## src/rtl/pipeline_pkg.sv

```systemverilog
// Shared definitions for the ID-stage hazard sequencer.
//   REG_ZERO            : hard-wired zero register, never a hazard source
//   MD_LATENCY_DEFAULT  : default EX occupancy of a mult/div op
//   md_state_t          : mult/div tracker state encoding
package pipeline_pkg;

   localparam logic [4:0] REG_ZERO           = 5'd0;
   localparam int         MD_LATENCY_DEFAULT = 4;

   typedef enum logic {
      MD_IDLE = 1'b0,
      MD_WAIT = 1'b1
   } md_state_t;

endpackage

```

## src/rtl/md_busy_tracker.sv

```systemverilog
// Tracks occupancy of the multi-cycle mult/div unit.
// Ports:
//   Clk        : system clock, rising edge
//   Reset      : asynchronous, active-high reset
//   IDEX_IsMD  : mult/div op is in its first EX cycle
//   MD_Busy    : unit still occupied, HI/LO not yet ready
//
// state   | meaning
// --------+---------------------------------------------------------
// MD_IDLE | unit free, HI/LO readable
// MD_WAIT | op in flight, md_cnt counts remaining busy cycles minus 1
module md_busy_tracker
   import pipeline_pkg::*;
#(
   parameter int MD_LATENCY = MD_LATENCY_DEFAULT
) (
   input  logic Clk,
   input  logic Reset,
   input  logic IDEX_IsMD,
   output logic MD_Busy
);

   // The first EX cycle is spent in MD_IDLE, and the terminal-count cycle
   // is still busy, hence the load value of latency minus two.
   localparam logic [3:0] MD_LOAD = 4'(MD_LATENCY - 2);

   md_state_t  state;
   logic [3:0] md_cnt;

   always_ff @(posedge Clk or posedge Reset) begin
      if (Reset) begin
         state  <= MD_IDLE;
         md_cnt <= 4'd0;
      end else begin
         case (state)
            MD_IDLE: begin
               if (IDEX_IsMD) begin
                  state  <= MD_WAIT;
                  md_cnt <= MD_LOAD;
               end
            end
            MD_WAIT: begin
               if (md_cnt == 4'd0) begin
                  state <= MD_IDLE;
               end else begin
                  md_cnt <= md_cnt - 4'd1;
               end
            end
            default: begin
               state  <= MD_IDLE;
               md_cnt <= 4'd0;
            end
         endcase
      end
   end

   assign MD_Busy = (state == MD_WAIT);

   // A new mult/div cannot issue while busy: the HI/LO hazard holds it in ID.
   a_no_md_while_busy : assert property (
      @(posedge Clk) disable iff (Reset) !(state == MD_WAIT && IDEX_IsMD)
   );

endmodule

```

## src/rtl/hazard_stall_controller.sv

```systemverilog
// Pipeline hazard sequencer beside the ID stage: load-use bubble,
// mult/div HI/LO wait, taken-branch flush, and a saturating stall counter.
// Ports:
//   Clk, Reset                     : clock (rising edge), async active-high reset
//   IDEX_MemRead, IDEX_rt          : load in EX and its destination
//   IDEX_IsMD                      : mult/div in its first EX cycle
//   IFID_rs, IFID_rt, IFID_UsesRt  : source fields of the ID instruction
//   IFID_UsesHiLo                  : ID instruction needs HI/LO
//   BranchTaken                    : branch resolved taken in EX
//   PCWrite, IFID_Write            : fetch / IF-ID enables
//   IDEX_Bubble, IFID_Flush        : bubble into ID/EX, nop into IF/ID
//   MD_Busy                        : mult/div unit occupied
//   StallCycles                    : saturating count of stall cycles
module hazard_stall_controller
   import pipeline_pkg::*;
#(
   parameter int MD_LATENCY = MD_LATENCY_DEFAULT,
   parameter int CNT_W      = 8
) (
   input  logic             Clk,
   input  logic             Reset,
   input  logic             IDEX_MemRead,
   input  logic [4:0]       IDEX_rt,
   input  logic             IDEX_IsMD,
   input  logic [4:0]       IFID_rs,
   input  logic [4:0]       IFID_rt,
   input  logic             IFID_UsesRt,
   input  logic             IFID_UsesHiLo,
   input  logic             BranchTaken,
   output logic             PCWrite,
   output logic             IFID_Write,
   output logic             IDEX_Bubble,
   output logic             IFID_Flush,
   output logic             MD_Busy,
   output logic [CNT_W-1:0] StallCycles
);

   logic load_use;
   logic md_haz;
   logic stall;

   md_busy_tracker #(
      .MD_LATENCY (MD_LATENCY)
   ) u_md_busy_tracker (
      .Clk       (Clk),
      .Reset     (Reset),
      .IDEX_IsMD (IDEX_IsMD),
      .MD_Busy   (MD_Busy)
   );

   assign load_use = IDEX_MemRead && (IDEX_rt != REG_ZERO) &&
                     ((IDEX_rt == IFID_rs) || (IFID_UsesRt && (IDEX_rt == IFID_rt)));
   assign md_haz   = MD_Busy && IFID_UsesHiLo;

   // A taken branch makes the ID instruction wrong-path, so its hazards are moot.
   assign stall = !BranchTaken && (load_use || md_haz);

   always_comb begin
      PCWrite     = 1'b1;
      IFID_Write  = 1'b1;
      IDEX_Bubble = 1'b0;
      IFID_Flush  = 1'b0;
      if (BranchTaken) begin
         IFID_Flush  = 1'b1;
         IDEX_Bubble = 1'b1;
      end else if (stall) begin
         PCWrite     = 1'b0;
         IFID_Write  = 1'b0;
         IDEX_Bubble = 1'b1;
      end
   end

   always_ff @(posedge Clk or posedge Reset) begin
      if (Reset) begin
         StallCycles <= '0;
      end else if (stall && !(&StallCycles)) begin
         StallCycles <= StallCycles + CNT_W'(1);
      end
   end

endmodule

```

## config.mk

```make
export PLATFORM = sky130hd
export DESIGN_NAME = hazard_stall_controller
export DESIGN_NICKNAME = d
export VERILOG_FILES = /design/src/rtl/pipeline_pkg.sv /design/src/rtl/md_busy_tracker.sv /design/src/rtl/hazard_stall_controller.sv
export SDC_FILE = /design/constraint.sdc
export NUM_CORES = 1
export LEC_CHECK = 0
export CAP_MARGIN = 20
export CORE_UTILIZATION = 30
export CTS_CLUSTER_DIAMETER = 30
export DETAILED_ROUTE_END_ITERATION = 16
export SETUP_SLACK_MARGIN = 0.4
export SYNTH_ARGS = -nofsm -noshare
export SYNTH_HDL_FRONTEND = slang
export SYNTH_SLANG_ARGS = --single-unit
export TNS_END_PERCENT = 10
```

## constraint.sdc

```tcl
create_clock -name Clk -period 5.2 [get_ports Clk]
set_input_delay 1.04 -clock Clk [delete_from_list [all_inputs] [get_ports Clk]]
set_output_delay 1.04 -clock Clk [all_outputs]
set_load 0.01 [all_outputs]
```

Word level (Yosys, flattened, before mapping) --
Cells that the tools add are included.
Word-level totals: flip-flop bits (word level) 13, latch bits 0, RAM bits 0, memory bits (read-only) 0, input port bits 22, output and inout port bits 13, logic and storage cells 35, memories 0
Cells by class: add/subtract/negate cells 2, multipliers 0, div/mod/pow operators 0, $lt $le $gt $ge 0, equal/unequal tests 4, shift-type cells 0, muxes and demuxes 11, bitwise logic cells 1, reductions and logical operators 14
Operators by type and width (count):
- $eq 5x5->1 | 2
- $add 8x1->8 const B | 1
- $mux 4 | 2
- $pmux 4 s2 | 1
- $reduce_and 8->1 | 1
- $mux 1 | 7
- $logic_and 1x1->1 | 6
- $reduce_bool 5->1 | 1
- $logic_not 4->1 | 1
- $ne 2x2->1 const B | 2
- $sub 4x1->4 const B | 1
- $logic_not 1->1 | 2
- $logic_or 1x1->1 | 2
- $pmux 1 s2 | 1
- $reduce_and 2->1 | 1
- $not 1->1 | 1

Longest topological paths before layout --
depth after elaboration 8, mapped depth 6, depth with buffers taken out 6

Hierarchy --
From an unflattened synthesis, not the netlist that was laid out.
Unflattened totals: cells, all modules 85, area total of the unflattened synthesis 830.8 um2
Modules (own cells, without submodules):
- hazard_stall_controller | instances 1, cells each 60, area each 583.1 um2, sequential area each 200.2 um2
- md_busy_tracker | instances 1, cells each 25, area each 247.7 um2, sequential area each 125.1 um2

Least setup slack after synthesis --
Ideal clock, no wire load.
path kind input -> output, start point input IDEX_rt[3], end point output PCWrite, data arrival time 2.173 ns, data required time 4.160 ns, setup slack 1.987 ns, cell stages on the path 6, path buffers 1, path through xor2_1 > nor4_2 > a32oi_1 > o21ai_4 > nand2b_1 > buf_4
Between the ends: cells in the longest elaborated chain, start to end 8, elaborated cells on any way between the ends 11, those cells by class eq/ne (2); mux (2); reduce/logical (7)
RTL lines:
- start, declared | RTL line hazard_stall_controller.sv:23 | input logic [4:0] IDEX_rt,
- $eq 5x5->1 | RTL line hazard_stall_controller.sv:52 | ((IDEX_rt == IFID_rs) || (IFID_UsesRt && (IDEX_rt == IFID_rt)));
- $logic_and 1x1->1 | RTL line hazard_stall_controller.sv:52
- $logic_or 1x1->1 | RTL line hazard_stall_controller.sv:52
- $logic_and 1x1->1 (*) | RTL line hazard_stall_controller.sv:51 | assign load_use = IDEX_MemRead && (IDEX_rt != REG_ZERO) &&
- $logic_or 1x1->1 (*) | RTL line hazard_stall_controller.sv:56 | assign stall = !BranchTaken && (load_use || md_haz);
- $logic_and 1x1->1 (*) | RTL line hazard_stall_controller.sv:56
- $mux 1 (*) (2 in series)
- end, declared | RTL line hazard_stall_controller.sv:30 | output logic PCWrite,
Mark *: on every way between the ends. The rest lies on a longest branch, timed or not.

Final worst setup path --
start point input IDEX_rt[3], end point output IDEX_Bubble
Between the ends: cells in the longest elaborated chain, start to end 8, elaborated cells on any way between the ends 11, those cells by class eq/ne (2); mux (2); reduce/logical (7)
RTL lines:
- $eq 5x5->1 | RTL line hazard_stall_controller.sv:52
- $logic_and 1x1->1 | RTL line hazard_stall_controller.sv:52
- $logic_or 1x1->1 | RTL line hazard_stall_controller.sv:52
- $logic_and 1x1->1 (*) | RTL line hazard_stall_controller.sv:51
- $logic_or 1x1->1 (*) | RTL line hazard_stall_controller.sv:56
- $logic_and 1x1->1 (*) | RTL line hazard_stall_controller.sv:56
- $mux 1 (*) | RTL line hazard_stall_controller.sv:66 | end else if (stall) begin
- $mux 1 (*) | RTL line hazard_stall_controller.sv:63 | if (BranchTaken) begin
- end, declared | RTL line hazard_stall_controller.sv:32 | output logic IDEX_Bubble,
Marks and branches as above.

==> results.toml <==
[pwr]
power_density_nw_per_um2 = 373
vdd_ir_drop_max_mv = 0.178
power.static_leakage_nw = 0.512
power_w = 0.000453

[cells_and_area]
drive_gt1_share_pct = 6.61
fin_area_um2 = 1220
area_growth_syn_to_layout_pct = 44.6
n_antenna_cell = 0
final_net_count = 146
layout.filler_cells = 283

[cts]
resized_after_cts = 0
clock_tree.htree_level_count = 1
cts_tree = "done"
ctsHoldBuffers = 0
cts_post_setup_buffers_inserted = 0
ctsRootBufferMaster = "sky130_fd_sc_hd__clkbuf_4"
clk_latency_ns = 0.28
clock_tree.buffer_depth = 2
numClockSinks = 13
worst_setup_hold_path_clk_slew_ns = 0.08
cts_made_buffers = 3

[synth]
synth-simple-area-share_pct = 22.9
synthCells = 86
synth-edff-count = 0
synth_xor_xnor_area_share_pct = 16.7
post_synth_cell_types = 32
synth-seq-area-share_pct = 38.7
yosys_warnings = 0
synth.area.mux_share_pct = 4.32
synth-compound-area-share_pct = 9.23
synth_nets = 110
mappedNetlistArea_um2 = 841
yosys_most_used_dff = "sky130_fd_sc_hd__dfrtp_1"
synth_area_in_adders_pct = 2.98
total_of_flip_flops_plus_latches_after_synthesis = 13
async_reset_ff_share_pct = 100
largest_family_of_logic_cells_by_synthesized_area = "simple AND/OR/NAND/NOR gates"
synthesis.area_per_instance_um2 = 9.78

[timing]
period_share_pct = 79.8
max-slew-margin-rel_pct = 62.6
fin_skew_ns = 0.00204
setup_viol_count_final = 0
finalCriticalPeriod_ns = 4.15
worstMarginPinSlew_ns = 0.554
setup_tns_ns = 0
slew_viol_final = 0
achievable-frequency_mhz = 241
grt_setup_unrepaired = "false"
finalHoldViolCount = 0

[global_route]
antenna_violations_before_repair = 0
grt_max_degree = 14
grt_pass1_vias = 692
globalRouteMet3Util_pct = 2.46
first_pass_grt_wire_length_mm = 2.77
groute.layer.met1.usage_pct = 14.0
grt-ovfl-total = 0
total_global_routing_track_utilization_pct = 13.2
busiest_layer = "met2"
met2_usage_pct = 23.1

[hold_path]
holdCritPathClass = "reg -> reg"

[placed_design]
postPlaceCellArea_um2 = 1190
io_buffers = 34
routabilityCongestion = 0.717
detailedPlacementHpwl_mm = 1.33

[critical_path]
ff2ff_setup_slack_ns = 3.39
worst_setup_path_start_kind = "input port"
crit_path_max_fo = 9
worst-endpoint-required_ns = 4.16
critical_setup_path_class = "in -> out"
cp.arrival_ns = 3.11
end_kind = "output port"

[job]
max_cap_viol_count = 0

[outcome]
outcome = "finished clean"

[floorplan]
die_w_um = 54.9
placement_rows = 18
fp.dieArea_um2 = 3020
initial_cell_density_of_the_core_pct = 32.7
floorplan.io_pins = 35
die_y_um = 54.9
fp.coreArea_um2 = 2570

[route]
num_vias = 708
drt-total-wl_mm = 1.68
drt_drc_violations_left = 0
routedWlPerCell_um = 11.1
detail_route.first_pass.iterations = 4
detailed_route_vias_per_instance = 4.69
postRouteAntennaNets = 0
drt_iter0_markers = 6
-- layout by cell type, fill, tap and decap left out, types with 2 or more instances in the layout --
| cell | count |
|---|---|
| sky130_fd_sc_hd__and3_1 | 3 |
| sky130_fd_sc_hd__nor3_1 | 3 |
| sky130_fd_sc_hd__xnor2_1 | 7 |
| sky130_fd_sc_hd__nand2b_1 | 4 |
| sky130_fd_sc_hd__ha_1 | 2 |
| sky130_fd_sc_hd__clkdlybuf4s50_1 | 34 |
| sky130_fd_sc_hd__a21oi_1 | 3 |
| sky130_fd_sc_hd__xor2_1 | 9 |
| sky130_fd_sc_hd__nand3_1 | 5 |
| sky130_fd_sc_hd__nor2_1 | 5 |
| sky130_fd_sc_hd__inv_1 | 4 |
| sky130_fd_sc_hd__o21ai_0 | 2 |
| sky130_fd_sc_hd__nand2_1 | 6 |
| sky130_fd_sc_hd__clkbuf_4 | 3 |
| sky130_fd_sc_hd__dfrtp_1 | 13 |
-- stage by stage --
stage | instances | setup WS, ns | hold WS (ns) | utilization, %
2_1_floorplan | 86 | 1.99 | 0.525 | -
3_3_place_gp | 147 | 1.08 | 0.481 | 46.3
3_5_place_dp | 147 | 1.03 | 0.495 | 46.3
4_1_cts | 151 | 1.02 | 0.508 | 47.4
5_1_grt | 151 | 0.870 | 0.523 | 47.4
6_report | 151 | 1.05 | 0.500 | 47.4
-- worst max-delay path, cell delays in order --
cell	delay [ns]
sky130_fd_sc_hd__clkdlybuf4s50_1	0.46
sky130_fd_sc_hd__xor2_1	0.19
sky130_fd_sc_hd__nor4_2	0.26
sky130_fd_sc_hd__a32oi_1	0.17
sky130_fd_sc_hd__o21ai_4	0.31
sky130_fd_sc_hd__or2_1	0.15
sky130_fd_sc_hd__clkdlybuf4s50_1	0.52
-- final cells by class --
class	count	area, um2	share of cell area [%]
Timing Repair Buffer	34	340	28.0
Tap cell	30	37.5	3.09
Clock buffer	4	26.3	2.16
Sequential cell	13	325	26.7
Inverter	4	15.0	1.23
Multi-Input combinational cell	66	472	38.8
-- synthesized netlist by cell type (all sizes together), types with 2 or more instances --
master	number	area, um2
a21oi	3	15.0
and3	3	18.8
buf	2	15.0
dfrtp	13	325
ha	2	25.0
inv	4	15.0
mux2	2	26.3
nand2	7	28.8
nand2b	4	25.0
nand3	5	25.0
nor2	5	18.8
nor3	3	15.0
o21ai	4	31.3
xnor2	7	61.3
xor2	9	78.8
-- worst paths after layout --
check / start / to / depth (start not counted)
worst max-delay path: IDEX_rt[3] / IDEX_Bubble / 7
worst min-delay path: StallCycles[5]$_DFFE_PP0P_ / StallCycles[5]$_DFFE_PP0P_ / 1
worst max register to register: StallCycles[0]$_DFFE_PP0P_ / StallCycles[1]$_DFFE_PP0P_ / 4
worst min register to register: StallCycles[5]$_DFFE_PP0P_ / StallCycles[5]$_DFFE_PP0P_ / 1
max in group asynchronous: Reset / u_md_busy_tracker.md_cnt[3]$_DFFE_PP0P_ / 2
min in group asynchronous: Reset / StallCycles[2]$_DFFE_PP0P_ / 2
-- kinds of logic after synthesis --
group | after synthesis
fa+ha+maj | 2
simple gates | 34
compound gates | 11
xor+xnor | 16
buf+inv | 7
flops | 13
mux | 3
-- power breakdown --
group | leakage, nW | internal, W | switching (W) | total (W)
Clock | 0.0150 | 0.0000298 | 0.0000346 | 0.0000643
Sequential | 0.163 | 0.000137 | 0.0000444 | 0.000182
Combinational | 0.335 | 0.000119 | 0.0000879 | 0.000207
Total | 0.512 | 0.000287 | 0.000167 | 0.000453
-- sequential cells by signal, summed over array words and instances (netlist names) --
| signal | flops |
|---|---|
| StallCycles | 8 |
| u_md_busy_tracker.MD_Busy | 1 |
| u_md_busy_tracker.md_cnt | 4 |
-- metal layers --
layer	routed length, um	vias up
met5	0	-
met4	27	0
met3	121	2
met2	807	27
met1	717	314
li1	-	365
(Power assumes the default switching activity.)
